### src/rtl/mul_div_unit.sv
// Iterative RV32M multiply/divide unit: radix-2 shift-add multiply and restoring divide,
// one operation in flight, result broadcast on the mul_* CDB lane.
module mul_div_unit #(
    parameter int XLEN      = 32,
    parameter int ROB_IDX_W = 5
) (
    input  logic                 clk,
    input  logic                 rst_n,
    input  logic                 issue_valid,
    output logic                 issue_ready,
    input  logic [XLEN-1:0]      rs1_data,
    input  logic [XLEN-1:0]      rs2_data,
    input  logic [2:0]           multop,
    input  logic [ROB_IDX_W-1:0] rd_rob_idx,
    input  logic [4:0]           rd_addr,
    input  logic                 flush,
    output logic                 mul_valid,
    output logic [XLEN-1:0]      mul_data,
    output logic [ROB_IDX_W-1:0] mul_rob_idx,
    output logic [4:0]           mul_rd_addr
);

    typedef enum logic [2:0] {
        OP_MUL    = 3'd0,
        OP_MULH   = 3'd1,
        OP_MULHSU = 3'd2,
        OP_MULHU  = 3'd3,
        OP_DIV    = 3'd4,
        OP_DIVU   = 3'd5,
        OP_REM    = 3'd6,
        OP_REMU   = 3'd7
    } mult_op_t;

    typedef enum logic [1:0] {
        IDLE,
        BUSY,
        FIX,
        DONE
    } state_t;

    state_t                 state;
    state_t                 state_next;
    mult_op_t               op_in;
    mult_op_t               op_q;
    logic [5:0]             cnt;
    logic                   sign_a;
    logic                   sign_b;
    logic [XLEN-1:0]        hi;
    logic [XLEN-1:0]        lo;
    logic [XLEN-1:0]        opnd;
    logic [ROB_IDX_W-1:0]   tag_q;
    logic [4:0]             rd_q;

    logic                   accept;
    logic                   last_iter;
    logic                   sa_in;
    logic                   sb_in;
    logic [XLEN-1:0]        abs_a;
    logic [XLEN-1:0]        abs_b;
    logic                   div_zero;
    logic                   div_ovf;
    logic                   is_special;
    logic [XLEN-1:0]        special_res;

    logic [XLEN:0]          mul_sum;
    logic [2*XLEN-1:0]      mul_step;
    logic [XLEN:0]          div_shift;
    logic                   div_ok;
    logic [XLEN-1:0]        div_rem;
    logic [2*XLEN-1:0]      div_step;

    logic [2*XLEN-1:0]      prod_fix;
    logic [XLEN-1:0]        quo_fix;
    logic [XLEN-1:0]        rem_fix;
    logic [XLEN-1:0]        fix_res;

    assign op_in     = mult_op_t'(multop);
    assign accept    = issue_valid && issue_ready && !flush;
    assign last_iter = (cnt == 6'd31);

    // Operand signedness, magnitudes and the results that bypass the iterative datapath
    always_comb begin
        sa_in = 1'b0;
        sb_in = 1'b0;
        case (op_in)
            OP_MULH, OP_DIV, OP_REM: begin
                sa_in = rs1_data[XLEN-1];
                sb_in = rs2_data[XLEN-1];
            end
            OP_MULHSU: sa_in = rs1_data[XLEN-1];
            default: ;
        endcase
        abs_a    = sa_in ? -rs1_data : rs1_data;
        abs_b    = sb_in ? -rs2_data : rs2_data;
        div_zero = multop[2] && (rs2_data == '0);
        div_ovf  = multop[2] && !multop[0]
                   && (rs1_data == {1'b1, {(XLEN-1){1'b0}}}) && (rs2_data == '1);
        is_special  = div_zero || div_ovf;
        special_res = '0;
        if (div_zero)
            special_res = multop[1] ? rs1_data : '1;
        else if (div_ovf)
            special_res = multop[1] ? '0 : rs1_data;
    end

    // One iteration of each datapath; {hi,lo} is the product, or remainder/quotient
    always_comb begin
        mul_sum   = {1'b0, hi} + (lo[0] ? {1'b0, opnd} : '0);
        mul_step  = {mul_sum, lo[XLEN-1:1]};
        div_shift = {hi, lo[XLEN-1]};
        div_ok    = (div_shift >= {1'b0, opnd});
        div_rem   = XLEN'(div_shift - {1'b0, opnd});
        div_step  = div_ok ? {div_rem, lo[XLEN-2:0], 1'b1}
                           : {div_shift[XLEN-1:0], lo[XLEN-2:0], 1'b0};
    end

    always_comb begin
        prod_fix = (sign_a ^ sign_b) ? -{hi, lo} : {hi, lo};
        quo_fix  = (sign_a ^ sign_b) ? -lo : lo;
        rem_fix  = sign_a ? -hi : hi;
        case (op_q)
            OP_MUL:                      fix_res = prod_fix[XLEN-1:0];
            OP_MULH, OP_MULHSU, OP_MULHU: fix_res = prod_fix[2*XLEN-1:XLEN];
            OP_DIV, OP_DIVU:             fix_res = quo_fix;
            default:                     fix_res = rem_fix;
        endcase
    end

    always_ff @(posedge clk) begin
        if (!rst_n)
            state <= IDLE;
        else
            state <= state_next;
    end

    always_comb begin
        state_next = state;
        case (state)
            IDLE: if (accept) state_next = is_special ? DONE : BUSY;
            BUSY: if (last_iter) state_next = FIX;
            FIX:  state_next = DONE;
            DONE: state_next = IDLE;
            default: state_next = IDLE;
        endcase
        if (flush)
            state_next = IDLE;
    end

    always_comb begin
        issue_ready = (state == IDLE);
        mul_valid   = (state == DONE) && !flush;
    end

    always_ff @(posedge clk) begin
        if (!rst_n) begin
            op_q   <= OP_MUL;
            cnt    <= '0;
            sign_a <= 1'b0;
            sign_b <= 1'b0;
            hi     <= '0;
            lo     <= '0;
            opnd   <= '0;
            tag_q  <= '0;
            rd_q   <= '0;
        end else if (accept) begin
            op_q   <= op_in;
            cnt    <= '0;
            sign_a <= sa_in;
            sign_b <= sb_in;
            tag_q  <= rd_rob_idx;
            rd_q   <= rd_addr;
            hi     <= '0;
            // Multiply iterates over the multiplier in lo; divide shifts the dividend out of lo
            if (multop[2]) begin
                lo   <= abs_a;
                opnd <= abs_b;
            end else begin
                lo   <= abs_b;
                opnd <= abs_a;
            end
        end else if (state == BUSY) begin
            cnt      <= cnt + 6'd1;
            {hi, lo} <= op_q[2] ? div_step : mul_step;
        end
    end

    always_ff @(posedge clk) begin
        if (!rst_n) begin
            mul_data    <= '0;
            mul_rob_idx <= '0;
            mul_rd_addr <= '0;
        end else if (accept && is_special) begin
            mul_data    <= special_res;
            mul_rob_idx <= rd_rob_idx;
            mul_rd_addr <= rd_addr;
        end else if (state == FIX && !flush) begin
            mul_data    <= fix_res;
            mul_rob_idx <= tag_q;
            mul_rd_addr <= rd_q;
        end
    end

endmodule

### config.mk
export PLATFORM = sky130hd
export DESIGN_NAME = mul_div_unit
export DESIGN_NICKNAME = d
export VERILOG_FILES = /design/src/rtl/mul_div_unit.sv
export SDC_FILE = /design/constraint.sdc
export NUM_CORES = 1
export LEC_CHECK = 0
export BUFFER_PORTS_ARGS = -buffer_cell sky130_fd_sc_hd__buf_4
export CAP_MARGIN = 5
export CORE_ASPECT_RATIO = 0.9
export CORE_MARGIN = 2
export CORE_UTILIZATION = 56
export DETAILED_ROUTE_END_ITERATION = 12
export GPL_TIMING_DRIVEN = 0
export PLACE_DENSITY = 0.76
export SYNTH_ARGS = -nofsm -noshare
export SYNTH_HDL_FRONTEND = slang
export SYNTH_SLANG_ARGS = --single-unit
### constraint.sdc
create_clock -name clk -period 4.73 [get_ports clk]
set_clock_uncertainty 0.2 [all_clocks]
set_input_delay 0.2365 -clock clk [delete_from_list [all_inputs] [get_ports clk]]
set_output_delay 0.2365 -clock clk [all_outputs]
set_load 0.005 [all_outputs]
## Yosys cells after proc, flatten, opt, wreduce, memory -nomap -nowiden

Cells that the tools add are included.

| operators by class | value |
|---|---|
| mux-type cells | 29 |
| $lt $le $gt $ge | 1 |
| equal/unequal tests | 17 |
| bitwise logic cells | 2 |
| reductions and logical operators | 24 |
| add/sub/neg operators | 8 |

Operators by type and width:

| cell | number |
|---|---|
| $mux 32 | 15 |
| $mux 64 | 3 |
| $neg 32->32 | 4 |
| $pmux 32 s3 | 1 |
| $eq 32x32->1 const B | 2 |
| $neg 64->64 | 1 |
| $add 32x32->33 | 1 |
| $ge 33x32->1 | 1 |
| $logic_not 32->1 | 1 |
| $sub 32x32->32 | 1 |
| $mux 5 | 4 |
| $eq 3x3->1 const B | 4 |
| $eq 3x2->1 const B | 3 |
| $logic_and 1x1->1 | 9 |
| $pmux 2 s4 | 1 |
| $add 6x1->6 const B | 1 |
| $eq 3x1->1 const B | 2 |
| $eq 6x5->1 const B | 1 |
| $mux 2 | 3 |
| $reduce_or 2->1 | 3 |
| $reduce_or 3->1 | 2 |
| $eq 2x2->1 const B | 2 |
| $reduce_bool 2->1 | 2 |
| $reduce_or 4->1 | 1 |
| other kinds (11) | 13 |

| storage, ports and cells | value |
|---|---|
| output and inout bits | 44 |
| input bits | 81 |
| register bits | 161 |

## Depth between registers and ports, before layout

| logic depth | value |
|---|---|
| word-level depth | 8 |
| depth in mapped cells | 15 |
| depth with buffers taken out | 13 |

## Worst setup path before layout

Ideal clock, no wire load.

| timing path | value |
|---|---|
| kind | register to register |
| start point | reg lo[0] |
| end point | reg hi[25] |
| arrival time | 3.044 ns |
| library setup time | 0.114 ns |
| slack | 1.372 ns |
| path buffers | 2 |
| required time | 4.416 ns |
| cell stages (with the launch flop) | 15 |
| clock period less this slack | 3.358 ns |
| cells stage by stage | dfxtp_1 > inv_1 > clkbuf_1 > nor2_1 > ha_1 > clkbuf_1 > a21o_1 > a21oi_1 > or3b_2 > o211ai_1 > a31oi_1 > a41oi_1 > xor2_1 > a21oi_1 > a21o_1 |

| between the ends | value |
|---|---|
| cells in the longest elaborated chain, start to end | 3 |

RTL lines:

| item | RTL line | RTL |
|---|---|---|
| start: declaration | 49 | `logic [XLEN-1:0] lo;` |
| start signal: assignment | 175 | `lo <= abs_a;` |
| start signal: assignment | 178 | `lo <= abs_b;` |
| start signal: assignment | 183 | `{hi, lo} <= op_q[2] ? div_step : mul_step;` |
| $mux 32 | 108 | `mul_sum = {1'b0, hi} + (lo[0] ? {1'b0, opnd} : '0);` |
| $add 32x32->33 | 108 |  |
| $mux 64 | 183 |  |
| end signal: assignment | 183 |  |
| end: declaration | 48 | `logic [XLEN-1:0] hi;` |

No other way between the ends.
A chain may end at the register's enable or synchronous reset.

## Worst setup path after layout

| timing path | value |
|---|---|
| start point | reg lo[0] |
| end point | reg mul_data[22] |

| between the ends | value |
|---|---|
| cells in the longest elaborated chain, start to end | 5 |

RTL lines:

| item | RTL line | RTL |
|---|---|---|
| $neg 64->64 / $neg 32->32 (equally long branches) | 118, 119 |  |
| $mux 64 / $mux 32 (equally long branches) | 118, 119 |  |
| $pmux 32 s3 * | 121 | `case (op_q)` |
| $mux 32 * | 196 | `end else if (state == FIX && !flush) begin` |
| $mux 32 * | 192 | `end else if (accept && is_special) begin` |
| end signal: assignment | 193 | `mul_data <= special_res;` |
| end signal: assignment | 197 | `mul_data <= fix_res;` |
| end: declaration | 18 | `output logic [XLEN-1:0] mul_data,` |

Every way passes the cells marked *; elsewhere a longest branch is shown, timed or not. The select of a mux whose other input is x is not followed.

==> impl_metrics.csv <==
group,metric,value,unit
layout,syn2layout_area_growth,13.8,%
timing,fin_crit_sh,0.938,
timing,min_period,4.44,ns
status,status,"completed",
worst_setup_path,rr_worst_depth,11,
worst_setup_path,crit_arrival,4.55,ns
logic_synthesis,synth-edff-count,0,
job,max-cap-violations,0,
clock_tree,cts_root_buf,"clkbuf_16",
worst_setup_path,cp-startpoint,"lo[0]",
power_and_ir_drop,leakagePower,7.02,nW
timing,setup_tns,0,ns
timing,max_freq,0.225,GHz
route,met1_length,26500,um
logic_synthesis,ys_top_cells_by_area,"dfxtp_1, a21oi_1, nand2_1",
timing,setup_viol,0,
worst_setup_path,regToRegSetupSlack,0.29,ns
route,first_pass_iters,7,
logic_synthesis,avgSynthCellArea,7.07,um^2
route,dr_wl_met2,26800,um
grt,grt_pass1_vias,16800,
route,ant_nets,0,
place,dp_hpwl,53600,um
grt,gr-usage-all-layers,0.438,
floorplan,core,0.0277,mm^2
layout,fillers,2531,
logic_synthesis,synthArstFlopShare,0,
logic_synthesis,netlist_area,0.0157,mm^2
floorplan,initial_core_util,0.565,
logic_synthesis,syn_nets,2374,
floorplan,row_count,58,
grt,gr-total-overflow,0,
floorplan,dieHeight,163,um
grt,grt_pass1_wl,98500,um
clock_tree,cts_buffers,17,
route,vias,18700,
grt,antenna_found_initial,0,
power_and_ir_drop,switching_share,0.403,
logic_synthesis,synth_top_area_frac,0.206,
logic_synthesis,synth_top_area_cell,"dfxtp_1",
place,globalplace.congestion,1.12,
logic_synthesis,yosysWarnings,0,
timing,finalHoldViolCount,0,
power_and_ir_drop,switching_power,1.87,mW
route,drcViolationCount,0,
logic_synthesis,synth_seq_area_share,0.206,
route,drt_iter0_drc,2909,
timing,worst_pin_slew,0.997,ns
logic_synthesis,ys_ff_latch,161,
floorplan,die_area,0.0293,mm^2
power_and_ir_drop,power.internal,2.77,mW
worst_setup_path,path_max_fanout,10,
clock_tree,numClockSinks,161,
worst_setup_path,crit_required,4.84,ns
worst_hold_path,hold_class,"in2reg",
timing,max-slew-margin-rel,0.329,
power_and_ir_drop,combPwrFrac,0.372,
clock_tree,clkTransAtPathRegs,0.07,ns
route,highest_layer,"met4",
route,wl_per_cell,24.4,um
worst_setup_path,endpoint,"mul_data[22]",
worst_setup_path,reg2reg_to,"mul_data[22]",
clock_tree,cts_buffer_depth,2,
layout,final_nets,2538,
power_and_ir_drop,p_seq_frac,0.324,
grt,grt_max_degree,17,
clock_tree,cts_resized,0,
route,routed_wl,67200,um
power_and_ir_drop,p_per_area,260,mW/mm^2
floorplan,die_x,180,um
clock_tree,htreeDepth,4,
floorplan,ios,125,
worst_setup_path,crit_path_end_kind,"flip-flop",
logic_synthesis,ys.flop_type,"dfxtp_1",
logic_synthesis,synth_cell_types,82,
logic_synthesis,syn_inst,2217,
timing,rsz0062_at_grt,"no",
route,via_per_inst,6.78,
clock_tree,insertion_delay,0.45,ns
layout,antenna_cells,0,
place,numPortBuffers,122,
power_and_ir_drop,finalPower,4.64,mW
layout,instances_no_fill,2754,
worst_setup_path,critPathLaunchType,"flip-flop",
timing,slew_violations,0,
clock_tree,cts_tree,"built",
power_and_ir_drop,ir_drop,0.260,mV
worst_setup_path,reg2reg_from,"lo[0]",
power_and_ir_drop,pwr-share-clk,0.304,
worst_setup_path,worst-setup-path-type,"reg2reg",
clock_tree,cts_setup_buffers,0,
layout,drive_gt1_frac,0.0936,
route,dr_wl_met3,10300,um
place,dp_cells,2699,
-- registers in the layout (all words and copies together), names as in the netlist --
| name | count |
|---|---|
| hi | 32 |
| lo | 32 |
| mul_data | 32 |
| opnd | 32 |
| cnt | 6 |
| mul_rd_addr | 5 |
| mul_rob_idx | 5 |
| rd_q | 5 |
| tag_q | 5 |
| op_q | 3 |
| state | 2 |
| sign_a | 1 |
| sign_b | 1 |
-- per-stage QoR --
step / instance area (um^2) / util / setup WS (ns) / hold WS (ns)
2_1_floorplan: 15700 / - / 1.37 / 0.172
4_1_cts: 17800 / 0.643 / 0.506 / 0.00145
3_5_place_dp: 17000 / 0.614 / 0.533 / 0.245
5_1_grt: 17800 / 0.643 / 0.0764 / 0.0171
6_report: 17800 / 0.643 / 0.293 / 0.0125
3_3_place_gp: 17000 / 0.614 / 0.580 / 0.242
-- area by class of cell --
cell class / instances / area (um^2) / area share
clock buffer: 19 / 443 / 0.0248
multi-input combinational: 1818 / 11500 / 0.646
inverter: 70 / 263 / 0.0147
buffer: 168 / 668 / 0.0375
tap: 360 / 450 / 0.0253
timing repair buffer: 145 / 1150 / 0.0643
sequential: 161 / 3220 / 0.181
clock inverter: 13 / 125 / 0.00702
-- cell families after synthesis --
kind of cell | share of synthesized area
DFF | 0.206
buffers and inverters | 0.0594
muxes | 0.0481
xor gates and xnor gates | 0.109
AOI/OAI and AO/OA | 0.297
and+or+nand+nor | 0.219
adders and majority gates | 0.0617
-- Yosys cell counts (13+ instances only) --
master      n
mux2i_1    55
or3_1      19
ha_1       74
clkbuf_1  133
o21ai_0   177
xor2_1     81
and2_1     19
o41ai_1    13
inv_1      69
nand4_1    27
and3_1     13
mux2_2     18
o31ai_1    22
nor4_1     23
buf_2      14
nor3_1     42
nand2_1   274
o211ai_1   91
nor2b_1    17
a21oi_1   221
dfxtp_1   161
a21o_1     39
nor2_1    197
buf_1      17
nand3_1    35
xnor2_1   114
a211oi_1   22
a311oi_1   13
a31oi_1    30
-- power by group through the flow --
stage	registers (mW)	clock network, mW	logic (mW)
after detailed placement	1.52	0	1.62
after CTS	1.49	1.39	1.64
after global routing	1.50	1.44	1.82
final	1.50	1.41	1.73
after floorplan	1.48	0	1.10
after global placement	1.52	0	1.59
-- layout by cell type, fill, tap and decap left out, types with 14 or more instances in the layout --
cell / netlist / layout
nand2_1: 274 / 274
a21oi_1: 221 / 221
nor2_1: 197 / 197
o21ai_0: 177 / 177
dfxtp_1: 161 / 161
clkbuf_1: 133 / 134
buf_4: 1 / 123
xnor2_1: 114 / 114
o211ai_1: 91 / 91
xor2_1: 81 / 81
ha_1: 74 / 74
inv_1: 69 / 69
mux2i_1: 55 / 55
nor3_1: 42 / 42
a21o_1: 39 / 39
nand3_1: 35 / 35
a31oi_1: 30 / 30
nand4_1: 27 / 27
nor4_1: 23 / 23
dlygate4sd3_1: 0 / 23
a211oi_1: 22 / 22
o31ai_1: 22 / 22
and2_1: 19 / 19
or3_1: 19 / 19
mux2_2: 18 / 18
nor2b_1: 17 / 17
buf_1: 17 / 17
clkbuf_16: 0 / 17
buf_2: 14 / 14
-- layer usage --
layer / GRT usage / vias to the layer above
met2: 0.617 / 1407
met1: 0.597 / 8689
met3: 0.153 / 230
met4: 0.206 / 0
met5: 0 / -
li1: - / 8347
-- critical path, stage by stage, from the launching register on --
cell and delay (ns):
dfxtp_1 0.43, inv_1 0.23, clkbuf_1 0.51, ha_1 0.37
nand4b_1 0.31, nor4_2 0.79, nand2_2 0.31, o41ai_1 0.48
xor2_1 0.29, a21oi_1 0.16, o22ai_1 0.17, nor2_1 0.05
-- how the worst min path moves through the flow --
stage                 startpoint  cells past startpoint            to  slack [ns]
global route        rs1_data[29]                      3  mul_data[29]        0.02
finish              rs1_data[15]                      4  mul_data[15]        0.01
CTS                 rs1_data[25]                      3  mul_data[25]       0.001
detailed placement      opnd[15]                      2      opnd[15]        0.25
floorplan             rd_addr[0]                      2       rd_q[0]        0.17
global placement        opnd[13]                      2      opnd[13]        0.24
-- what timing repair did --
item,4_1_cts,5_1_grt
hold endpoints to repair,34,0
setup endpoints to repair,0,0
hold buffers,23,0
No activity file was read; power rests on OpenSTA's default activity.
